$ cat src/rtl/seq_pkg.sv
`default_nettype none
// +----------------------------------------------------------------------+
// | seq_pkg : shared types and constants for the sequence-detector group  |
// | Rev 1.0                                                               |
// +----------------------------------------------------------------------+
package seq_pkg;

  typedef enum logic [0:0] {
    IDLE  = 1'b0,
    SHIFT = 1'b1
  } ser_state_t;

  // Level driven on the serial line when no data bit is present.
  localparam logic IDLE_LEVEL = 1'b0;

endpackage
`default_nettype wire

$ cat src/rtl/ser_shift_reg.sv
`default_nettype none
// +----------------------------------------------------------------------+
// | ser_shift_reg : loadable shift register with bits-remaining counter   |
// | Rev 1.0                                                               |
// +----------------------------------------------------------------------+
module ser_shift_reg #(
  parameter int WIDTH     = 8,
  parameter bit MSB_FIRST = 1'b1,
  parameter int CNT_W     = $clog2(WIDTH)
) (
  input  logic             clk,
  input  logic             clear,
  input  logic             load,
  input  logic             shift,
  input  logic [WIDTH-1:0] load_data,
  output logic             out_bit,
  output logic [CNT_W-1:0] cnt
);

  localparam logic [CNT_W-1:0] C_CNT_MAX = CNT_W'(WIDTH - 1);

  logic [WIDTH-1:0] sh_q, sh_d;
  logic [CNT_W-1:0] cnt_q, cnt_d;
  logic [WIDTH-1:0] sh_next;

  generate
    if (MSB_FIRST) begin : g_msb_first
      assign out_bit = sh_q[WIDTH-1];
      assign sh_next = {sh_q[WIDTH-2:0], 1'b0};
    end else begin : g_lsb_first
      assign out_bit = sh_q[0];
      assign sh_next = {1'b0, sh_q[WIDTH-1:1]};
    end
  endgenerate

  always_comb begin
    sh_d  = sh_q;
    cnt_d = cnt_q;
    if (load) begin
      sh_d  = load_data;
      cnt_d = C_CNT_MAX;
    end else if (shift) begin
      sh_d  = sh_next;
      cnt_d = cnt_q - CNT_W'(1);
    end
  end

  always_ff @(posedge clk or posedge clear) begin
    if (clear) begin
      sh_q  <= '0;
      cnt_q <= '0;
    end else begin
      sh_q  <= sh_d;
      cnt_q <= cnt_d;
    end
  end

  assign cnt = cnt_q;

endmodule
`default_nettype wire

$ cat src/rtl/seq_bit_serializer.sv
`default_nettype none
// +----------------------------------------------------------------------+
// | seq_bit_serializer : valid/ready word in, gap-free serial bits out    |
// | Rev 1.0                                                               |
// +----------------------------------------------------------------------+
module seq_bit_serializer
  import seq_pkg::*;
#(
  parameter int WIDTH     = 8,
  parameter bit MSB_FIRST = 1'b1
) (
  input  logic             clk,
  input  logic             clear,
  input  logic [WIDTH-1:0] in_data,
  input  logic             in_valid,
  output logic             in_ready,
  output logic             x_out,
  output logic             bit_valid,
  output logic             word_done,
  output logic             busy
);

  localparam int CNT_W = $clog2(WIDTH);

  ser_state_t       state_q, state_d;
  logic [WIDTH-1:0] hd_q, hd_d;
  logic             hd_valid_q, hd_valid_d;

  logic             sh_load, sh_shift;
  logic [WIDTH-1:0] sh_load_data;
  logic             sh_bit;
  logic [CNT_W-1:0] cnt;
  logic             shifter_free, xfer;

  ser_shift_reg #(
    .WIDTH     (WIDTH),
    .MSB_FIRST (MSB_FIRST),
    .CNT_W     (CNT_W)
  ) u_shift (
    .clk       (clk),
    .clear     (clear),
    .load      (sh_load),
    .shift     (sh_shift),
    .load_data (sh_load_data),
    .out_bit   (sh_bit),
    .cnt       (cnt)
  );

  assign in_ready     = !hd_valid_q;
  assign xfer         = in_valid && in_ready;
  // Free when idle or the last bit of the current word is on the line.
  assign shifter_free = (state_q == IDLE) || (cnt == '0);

  always_comb begin
    state_d      = state_q;
    hd_d         = hd_q;
    hd_valid_d   = hd_valid_q;
    sh_load      = 1'b0;
    sh_shift     = 1'b0;
    sh_load_data = hd_q;
    if (shifter_free && hd_valid_q) begin
      sh_load      = 1'b1;
      sh_load_data = hd_q;
      hd_valid_d   = 1'b0;
      state_d      = SHIFT;
      if (xfer) begin
        hd_d       = in_data;
        hd_valid_d = 1'b1;
      end
    end else if (shifter_free && xfer) begin
      sh_load      = 1'b1;
      sh_load_data = in_data;
      state_d      = SHIFT;
    end else if (shifter_free) begin
      state_d = IDLE;
    end else begin
      sh_shift = 1'b1;
      if (xfer) begin
        hd_d       = in_data;
        hd_valid_d = 1'b1;
      end
    end
  end

  always_ff @(posedge clk or posedge clear) begin
    if (clear) begin
      state_q    <= IDLE;
      hd_q       <= '0;
      hd_valid_q <= 1'b0;
    end else begin
      state_q    <= state_d;
      hd_q       <= hd_d;
      hd_valid_q <= hd_valid_d;
    end
  end

  assign bit_valid = (state_q == SHIFT);
  assign x_out     = bit_valid ? sh_bit : IDLE_LEVEL;
  assign word_done = bit_valid && (cnt == '0);
  assign busy      = bit_valid || hd_valid_q;

endmodule
`default_nettype wire

$ cat config.mk
export PLATFORM = sky130hd
export DESIGN_NAME = seq_bit_serializer
export DESIGN_NICKNAME = d
export VERILOG_FILES = /design/src/rtl/seq_pkg.sv /design/src/rtl/ser_shift_reg.sv /design/src/rtl/seq_bit_serializer.sv
export SDC_FILE = /design/constraint.sdc
export NUM_CORES = 1
export LEC_CHECK = 0
export ABC_AREA = 1
export CAP_MARGIN = 20
export CORE_MARGIN = 3
export CORE_UTILIZATION = 53
export DETAILED_ROUTE_END_ITERATION = 8
export GPL_ROUTABILITY_DRIVEN = 0
export GPL_TIMING_DRIVEN = 0
export PLACE_DENSITY = 0.78
export SYNTH_ARGS = -nofsm -noshare
export SYNTH_HDL_FRONTEND = slang
export SYNTH_SLANG_ARGS = --single-unit
export TNS_END_PERCENT = 30
$ cat constraint.sdc
create_clock -name clk -period 1.91 [get_ports clk]
set_clock_uncertainty 0.15 [all_clocks]
set_input_delay 0.4775 -clock clk [delete_from_list [all_inputs] [get_ports clk]]
set_output_delay 0.4775 -clock clk [all_outputs]
set_load 0.02 [all_outputs]
==> results.py, run 1 <==
metrics = {
    "routing": {
        "wl_mm": 2.44,
        "dr_total_vias": 982,
        "drc": 0,
        "detail_route.wl_per_cell_um": 12.5,
        "dr.pass1.iters": 6,
        "postRouteAntennaNets": 0,
        "via_per_inst": 5.01,
        "drtIter0Drc": 21,
    },
    "cells_and_area": {
        "fill_cells": 165,
        "utilization_pct": 70.1,
        "fin_area_um2": 1390,
        "antenna_cells": 0,
        "stdcell_count": 196,
        "drive_gt1_share_pct": 17.8,
        "fin_nets": 183,
        "area_delta_synth_final_pct": 23.3,
    },
    "sta": {
        "worst_pin_slew_ps": 791,
        "post-route-period-util_pct": 98.1,
        "finalCriticalPeriod_ps": 1870,
        "hold_viol": 0,
        "grt_setup_unrepaired": "yes",
        "finalSetupViolations": 0,
        "slew_viol_final": 0,
        "max-slew-margin-rel_pct": 47.2,
        "timing.fmax_mhz": 533,
    },
    "power": {
        "ir_drop_uv": 935,
        "seqPwrFrac_pct": 39.0,
        "combPwrFrac_pct": 49.3,
        "p_per_area_nw_per_um2": 1330,
        "clkPwrFrac_pct": 11.6,
        "leakagePower_nw": 0.791,
        "intPower_mw": 1.08,
        "swShare_pct": 41.4,
        "p_sw_uw": 766,
    },
    "placed_design": {
        "placement.cell_area_um2": 1310,
        "dp.cells": 188,
        "dpl.hpwl_mm": 1.60,
        "port_buffers": 15,
    },
    "critical_path": {
        "end_kind": "output port",
        "worstPathArrival_ps": 1250,
        "cp-start-kind": "flip-flop",
        "critPathRequiredTime_ps": 1280,
        "crit_type": "reg2out",
        "cp_max_fo": 2,
    },
    "synthesis": {
        "syn_nets": 159,
        "ys.flop_type": "dfrtp_1",
        "synth_cells": 146,
        "synth_top_cell_by_area": "dfrtp_1",
        "async_flop_share_pct": 100,
        "synthDominantCellAreaShare_pct": 46.6,
        "ys_seq_area_share_pct": 46.6,
        "avgSynthCellArea_um2": 7.72,
        "yosysWarnings": 0,
        "syn_area_um2": 1130,
        "synth_edf_count": 0,
        "synthTopCellsByArea": "dfrtp_1, nand2_1, nand3_1",
        "yosysUniqueCellTypes": 15,
        "ys_ff_latch": 21,
        "synthTopCellsByCount": "nand2_1, nand3_1, nor2_1, dfrtp_1, inv_1",
        "synth.most_common_cell": "nand2_1",
    },
    "die": {
        "die_h_um": 52.1,
        "num_rows": 16,
        "dieArea_um2": 2720,
        "io_pins": 16,
        "coreArea_um2": 1980,
        "chipWidth_um": 52.1,
        "initial_core_util_pct": 56.9,
    },
    "grt": {
        "antenna_found_initial": 0,
        "grt.overflow.total": 0,
        "grt_max_degree": 22,
        "grt_pass1_vias": 949,
        "grt.total_usage_pct": 20.0,
        "grt_pass1_wl_mm": 4.02,
    },
    "cts": {
        "cts.path.max_buffers": 2,
        "hold_buffers": 0,
        "htree_levels": 1,
        "clk_latency_ps": 300,
        "cts_tree": "yes",
        "clock_sinks": 21,
        "clk_pin_slew_ps": 120,
        "cts_buffers": 3,
        "root_buffer": "clkbuf_4",
    },
    "run_status": {
        "outcome": "finished, final reports clean",
    },
    "worst_hold_path": {
        "hp-class": "reg2reg",
    },
    "flow_run": {
        "cap_viol_max_count": 0,
    },
}
-- stage by stage --
step	hold slack [ps]	setup slack [ps]	total power [mW]	TNS [ps]
after global routing	358	-27.3	2.03	-30.6
after global placement	304	-137	1.50	-627
final	338	35.5	1.85	0
after floorplan	292	294	1.31	0
after CTS	339	-70.9	1.75	-97.1
after detailed placement	309	-177	1.54	-945
-- flip-flops by register name (all words and copies together), names as in the netlist --
register and count:
u_shift.sh_q 8, bit_valid 1, u_shift.cnt 3, hd_q 8
hd_valid_q 1
-- path summary, 6_finish.rpt --
check,start,slack (ps),to,depth (start not counted)
max,u_shift.cnt[1],40,word_done,6
min,hd_q[4],340,hd_q[4],2
max reg2reg,u_shift.cnt[1],150,hd_q[7],10
min reg2reg,hd_q[4],340,hd_q[4],2
max in group asynchronous,clear,620,bit_valid,2
min in group asynchronous,clear,460,u_shift.sh_q[4],2
-- metal layers --
layer	vias up	share of wire [%]	GRT usage, %
li1	503	-	-
met1	454	46	24.4
met2	21	50	35.1
met3	4	3.2	2.58
met4	0	0.78	8.30
met5	-	0	0
-- kinds of logic (layout without fill, tap and decap cells) --
group	Yosys count	after routing	share of synthesized area (%)
AOI/OAI and AO/OA	3	3	1.33
DFF	21	21	46.6
and+or+nand+nor	101	101	39.8
buffers and inverters	19	42	9.99
adders and majority gates	2	2	2.22
-- cells in the final DEF, fill, tap and decap left out, drive strengths merged --
cell type and n:
nor2 24, dfrtp 21, clkinv 1, o21ai 3
ha 2, nand2 52, buf 11, clkdlybuf4s50 10
clkbuf 5, nand3 24, dlygate4sd2 2, or2 1
inv 13
-- critical path, stage by stage (launching register included) --
cell and delay (ps):
dfrtp_1 400, inv_2 70, ha_4 140, ha_4 120, nand2_1 40, inv_1 60, buf_6 110
-- timing repair --
action | in CTS | in global routing
endpoints found under the hold margin | 0 | 0
gates cloned | 0 | 1
endpoints found under the setup margin | 5 | 11
gates resized for setup | 12 | 13
pin swaps | 0 | 1
buffers inserted | 1 | 2
-- power groups by stage --
stage               Combinational, mW  Sequential (mW)  Clock, mW
global route                     1.04            0.744      0.244
detailed placement              0.814            0.727          0
global placement                0.782            0.720          0
finish                          0.913            0.723      0.215
CTS                             0.814            0.713      0.219
floorplan                       0.604            0.709          0
-- area by class of cell --
type                       instances  area (µm²)  share of cell area, %
timing repair buffer              19         173                   12.4
sequential                        21         527                   37.9
clock buffer                       3        22.5                   1.62
clock inverter                     1        5.00                  0.360
tap                               27        33.8                   2.43
inverter                          13        48.8                   3.51
multi-input combinational        106         517                   37.2
buffer                             6        63.8                   4.59
No activity file was read; power rests on OpenSTA's default activity.
==> run 2, diff against run 1 <==
- CORE_UTILIZATION: 53 -> 25
- PLACE_DENSITY: 0.78 -> not set
- SLEW_MARGIN: not set -> 20
==> results.py, run 2 (synthesis gave the netlist of run 1 again) <==
metrics = {
    "grt": {
        "grt.overflow.total": 0,
        "grt.total_usage_pct": 10.5,
        "grt_pass1_wl_mm": 4.29,
        "use_met2_pct": 15.5,
        "grt.busiest_layer": "met2",
        "grt_max_degree": 22,
        "grt_pass1_vias": 881,
        "antenna_found_initial": 0,
        "met1_usage_pct": 15.0,
        "met3_usage_pct": 2.07,
    },
    "power": {
        "intPower_mw": 1.11,
        "p_per_area_nw_per_um2": 1320,
        "ir_drop_uv": 341,
        "combPwrFrac_pct": 45.6,
        "swShare_pct": 40.0,
        "seqPwrFrac_pct": 38.9,
        "p_total_mw": 1.86,
        "p_sw_uw": 743,
        "leakagePower_nw": 0.776,
        "clkPwrFrac_pct": 15.5,
    },
    "sta": {
        "worst_pin_slew_ps": 833,
        "slew_viol_final": 0,
        "grt_setup_unrepaired": "yes",
        "hold_viol": 0,
        "finalCriticalPeriod_ps": 1880,
        "timing.fmax_mhz": 531,
        "post-route-period-util_pct": 98.6,
        "finalSetupViolations": 0,
        "holdWs_ps": 326,
        "max-slew-margin-rel_pct": 44.4,
    },
    "critical_path": {
        "r2r_start": "u_shift.cnt[1]",
        "cp_max_fo": 10,
        "cp-startpoint": "hd_valid_q",
        "end_kind": "output port",
        "cp-start-kind": "flip-flop",
        "critPathRequiredTime_ps": 1280,
        "crit_type": "reg2out",
        "worstPathArrival_ps": 1250,
    },
    "cts": {
        "clk_latency_ps": 250,
        "cts_tree": "yes",
        "clk_pin_slew_ps": 70,
        "hold_buffers": 0,
        "clock_sinks": 21,
        "cts_buffers": 3,
        "post_cts_buffers": 0,
        "htree_levels": 1,
        "cts.path.max_buffers": 2,
        "root_buffer": "clkbuf_8",
    },
    "cells_and_area": {
        "fill_cells": 456,
        "fin_area_um2": 1400,
        "area_delta_synth_final_pct": 24.5,
        "drive_gt1_share_pct": 14.5,
        "layout_common_cells": "nand2_1, nand3_1, nor2_1, dfrtp_1",
        "fin_nets": 179,
        "seq_area_um2": 527,
        "multi_input_area_um2": 517,
        "layout_commonest_cell": "nand2_1",
        "antenna_cells": 0,
    },
    "routing": {
        "detail_route.wl_per_cell_um": 11.6,
        "drtIter0Drc": 42,
        "via_per_inst": 4.29,
        "dr.pass1.iters": 4,
        "postRouteAntennaNets": 0,
        "wl_mm": 2.50,
        "dr_total_vias": 923,
        "drc": 0,
    },
    "die": {
        "initial_core_util_pct": 27.0,
        "chipWidth_um": 73.2,
        "die_h_um": 73.2,
        "io_pins": 16,
        "dieArea_um2": 5350,
        "num_rows": 23,
        "coreArea_um2": 4170,
    },
    "placed_design": {
        "dpl.hpwl_mm": 1.69,
        "placement.cell_area_um2": 1340,
        "port_buffers": 15,
    },
    "worst_hold_path": {
        "hp-class": "reg2reg",
        "worstHoldStart": "hd_q[2]",
    },
    "flow_run": {
        "cap_viol_max_count": 0,
    },
    "run_status": {
        "outcome": "finished, final reports clean",
    },
}
==> run 2: cell types whose count changed in the layout (fill, tap and decap cells not counted), moves of 2 or more <==
cell	delta
buf_6	-2
buf_4	-2
clkbuf_8	+3
clkbuf_4	-3
==> run 2: path summary, 6_finish.rpt <==
check	endpoint	slack (ps)	cells past startpoint
setup / recovery	busy	30	3
hold / removal	hd_q[2]	330	2
setup reg to reg	u_shift.sh_q[7]	230	11
hold reg to reg	hd_q[2]	330	2
max in group asynchronous	bit_valid	510	2
min in group asynchronous	u_shift.cnt[1]	540	2
==> run 2: what timing repair did <==
item                       in CTS  in global routing
pin swaps                       0                  1
resized for setup              12                  8
setup endpoints to repair       5                 11
==> run 2: layer usage <==
layer,wire length [µm],part of all wire [%]
met1,1290,51
met2,1110,44
met3,86,3.4
met4,18,0.72
met5,0,0
==> run 2: layout make-up <==
class,instances,area share [%]
Sequential cell,21,37.5
Multi-Input combinational cell,106,36.8
Timing Repair Buffer,15,9.98
Buffer,6,4.55
Tap cell,50,4.46
Inverter,13,3.48
Clock buffer,4,3.21
==> run 2: worst max-delay path, cell delays in order (launching register included) <==
cell	delay [ps]
dfrtp_1	420
buf_6	160
or2_2	260
buf_2	160
==> run 2: per-stage QoR <==
step / std cells / TNS (ps) / util (%) / setup slack (ps)
final: 215 / 0 / 33.6 / 27.7
after global routing: 215 / -22.1 / 33.6 / -22.1
after CTS: 215 / -7.07 / 32.9 / -7.07
after detailed placement: 211 / -1440 / 32.1 / -165
after global placement: 211 / -1170 / 32.1 / -159
after floorplan: 146 / 0 / - / 294
==> run 2: power groups by stage <==
stage	sequential (mW)	combinational (mW)	clock [mW]
6_report	0.722	0.846	0.288
5_1_grt	0.746	0.975	0.319
4_1_cts	0.719	0.793	0.302
3_5_place_dp	0.727	0.813	0
3_3_place_gp	0.721	0.805	0
2_1_floorplan	0.709	0.604	0
==> run 3, diff against run 2 <==
- CAP_MARGIN: 20 -> not set
- PLACE_DENSITY_LB_ADDON: not set -> 0.05
- REMOVE_ABC_BUFFERS: not set -> 1
==> results.py, run 3 (synthesis gave the netlist of run 1 again) <==
metrics = {
    "worst_hold_path": {
        "min_to": "hd_q[4]",
        "hp-class": "reg2reg",
        "worstHoldStart": "hd_q[4]",
        "worstHoldPathCells": 2,
    },
    "critical_path": {
        "cp_max_fo": 2,
        "max_stage_delay_ps": 340,
        "crit_type": "reg2out",
        "r2r_slack_ps": 180,
        "path_cells": "inv_1 -> ha_4 -> ha_4 -> nand2_1 -> inv_1 -> buf_4",
        "critical_path.top_delay_family": "flip-flops",
        "cp.depth": 6,
        "r2r_start": "u_shift.cnt[1]",
        "cp-start-kind": "flip-flop",
        "reg2reg_depth": 9,
        "critPathRequiredTime_ps": 1280,
        "r2r_end": "hd_q[7]",
        "crit_slowest_cell": "dfrtp_1",
        "cp_num_buf_inv": 3,
        "worstPathArrival_ps": 1210,
        "end_kind": "output port",
    },
    "sta": {
        "worst_pin_slew_ps": 875,
        "post-route-period-util_pct": 96.0,
        "finalCriticalPeriod_ps": 1830,
        "grt_setup_unrepaired": "no",
        "layout_setup_ws_ps": 75.8,
        "timing.fmax_mhz": 545,
        "max-slew-margin-rel_pct": 41.6,
        "slew_viol_final": 0,
        "finalSetupViolations": 0,
        "hold_viol": 0,
    },
    "cells_and_area": {
        "layout_commonest_cell": "nand2_1",
        "layout_common_cells": "nand2_1, nand3_1, nor2_1, dfrtp_1",
        "antenna_cells": 0,
        "area_delta_synth_final_pct": 24.2,
        "drive_gt1_share_pct": 15.2,
        "fill_cells": 431,
        "fin_nets": 179,
    },
    "grt": {
        "grt.overflow.total": 0,
        "grt_max_degree": 22,
        "antenna_found_initial": 0,
        "grt_pass1_vias": 817,
        "grt.total_usage_pct": 9.90,
        "grt_pass1_wl_mm": 4.04,
    },
    "cts": {
        "clock_sinks": 21,
        "cts.path.max_buffers": 2,
        "htree_levels": 1,
        "clk_latency_ps": 260,
        "root_buffer": "clkbuf_8",
        "clk_pin_slew_ps": 80,
        "cts_buffers": 3,
        "cts_tree": "yes",
        "hold_buffers": 0,
    },
    "power": {
        "seqPwrFrac_pct": 39.5,
        "clkPwrFrac_pct": 15.9,
        "p_sw_uw": 738,
        "intPower_mw": 1.10,
        "ir_drop_uv": 363,
        "swShare_pct": 40.2,
        "p_total_mw": 1.84,
        "combPwrFrac_pct": 44.6,
        "leakagePower_nw": 0.775,
        "p_per_area_nw_per_um2": 1310,
    },
    "routing": {
        "postRouteAntennaNets": 0,
        "dr_total_vias": 924,
        "drc": 0,
        "via_per_inst": 4.30,
        "dr.pass1.iters": 4,
        "detail_route.wl_per_cell_um": 11.7,
        "wl_mm": 2.51,
        "drtIter0Drc": 35,
    },
    "die": {
        "coreArea_um2": 4170,
        "initial_core_util_pct": 27.0,
        "die_h_um": 73.2,
        "chipWidth_um": 73.2,
        "dieArea_um2": 5350,
        "io_pins": 16,
        "num_rows": 23,
    },
    "placed_design": {
        "dp_slack_ps": -326,
        "port_buffers": 15,
        "dpl.hpwl_mm": 1.57,
    },
    "flow_run": {
        "cap_viol_max_count": 0,
    },
    "run_status": {
        "outcome": "finished, final reports clean",
    },
}
[run 3: worst max path at each step]
stage	start	endpoint	slack, ps
6_report	u_shift.cnt[1]	word_done	80
5_1_grt	u_shift.cnt[0]	word_done	20
3_3_place_gp	in_valid	hd_q[0]	-320
3_5_place_dp	in_valid	hd_q[0]	-330
2_1_floorplan	u_shift.cnt[0]	hd_q[0]	250
4_1_cts	bit_valid	busy	10
[run 3: power by group through the flow]
| stage | clock (mW) | sequential, mW | combinational (mW) |
|---|---|---|---|
| floorplan | 0 | 0.728 | 0.506 |
| global placement | 0 | 0.757 | 0.686 |
| detailed placement | 0 | 0.761 | 0.702 |
| CTS | 0.311 | 0.726 | 0.758 |
| global route | 0.326 | 0.744 | 0.940 |
| finish | 0.293 | 0.727 | 0.820 |
[run 3: timing repair]
| item | in CTS | in global routing |
|---|---|---|
| buffers inserted | 2 | 4 |
| endpoints found under the setup margin | 13 | 12 |
| hold endpoints to repair | 0 | 0 |
| pin swaps | 0 | 2 |
| resized for setup | 17 | 4 |
| cloned | 0 | 0 |
[run 3: tightest hold or removal path: stages (launching register included)]
cell and delay (ps):
dfrtp_1 350, nand2_1 50, nand2_1 50
[run 3: per-stage QoR]
step	setup TNS [ps]	std cells	instance area (µm²)	hold WS (ps)	util, %
2_1_floorplan	0	140	1060	292	-
3_3_place_gp	-3540	205	1280	306	30.6
3_5_place_dp	-3570	205	1280	309	30.6
4_1_cts	0	211	1340	330	32.1
5_1_grt	0	215	1400	359	33.6
6_report	0	215	1400	324	33.6
[run 3: metal layers]
| metal | GRT usage, % | share of wire (%) | up-vias |
|---|---|---|---|
| met4 | 3.69 | 0.88 | 0 |
| met5 | 0 | 0 | - |
| met1 | 14.7 | 53 | 416 |
| li1 | - | - | 492 |
| met3 | 2.07 | 3.7 | 2 |
| met2 | 14.0 | 43 | 14 |
[run 3: final cells by class]
type | count | area (µm²) | area share, %
clock buffer | 4 | 45.0 | 3.22
multi-input combinational | 106 | 517 | 36.9
sequential | 21 | 528 | 37.7
timing repair buffer | 21 | 196 | 14.0
tap | 50 | 62.6 | 4.47
inverter | 13 | 51.3 | 3.66
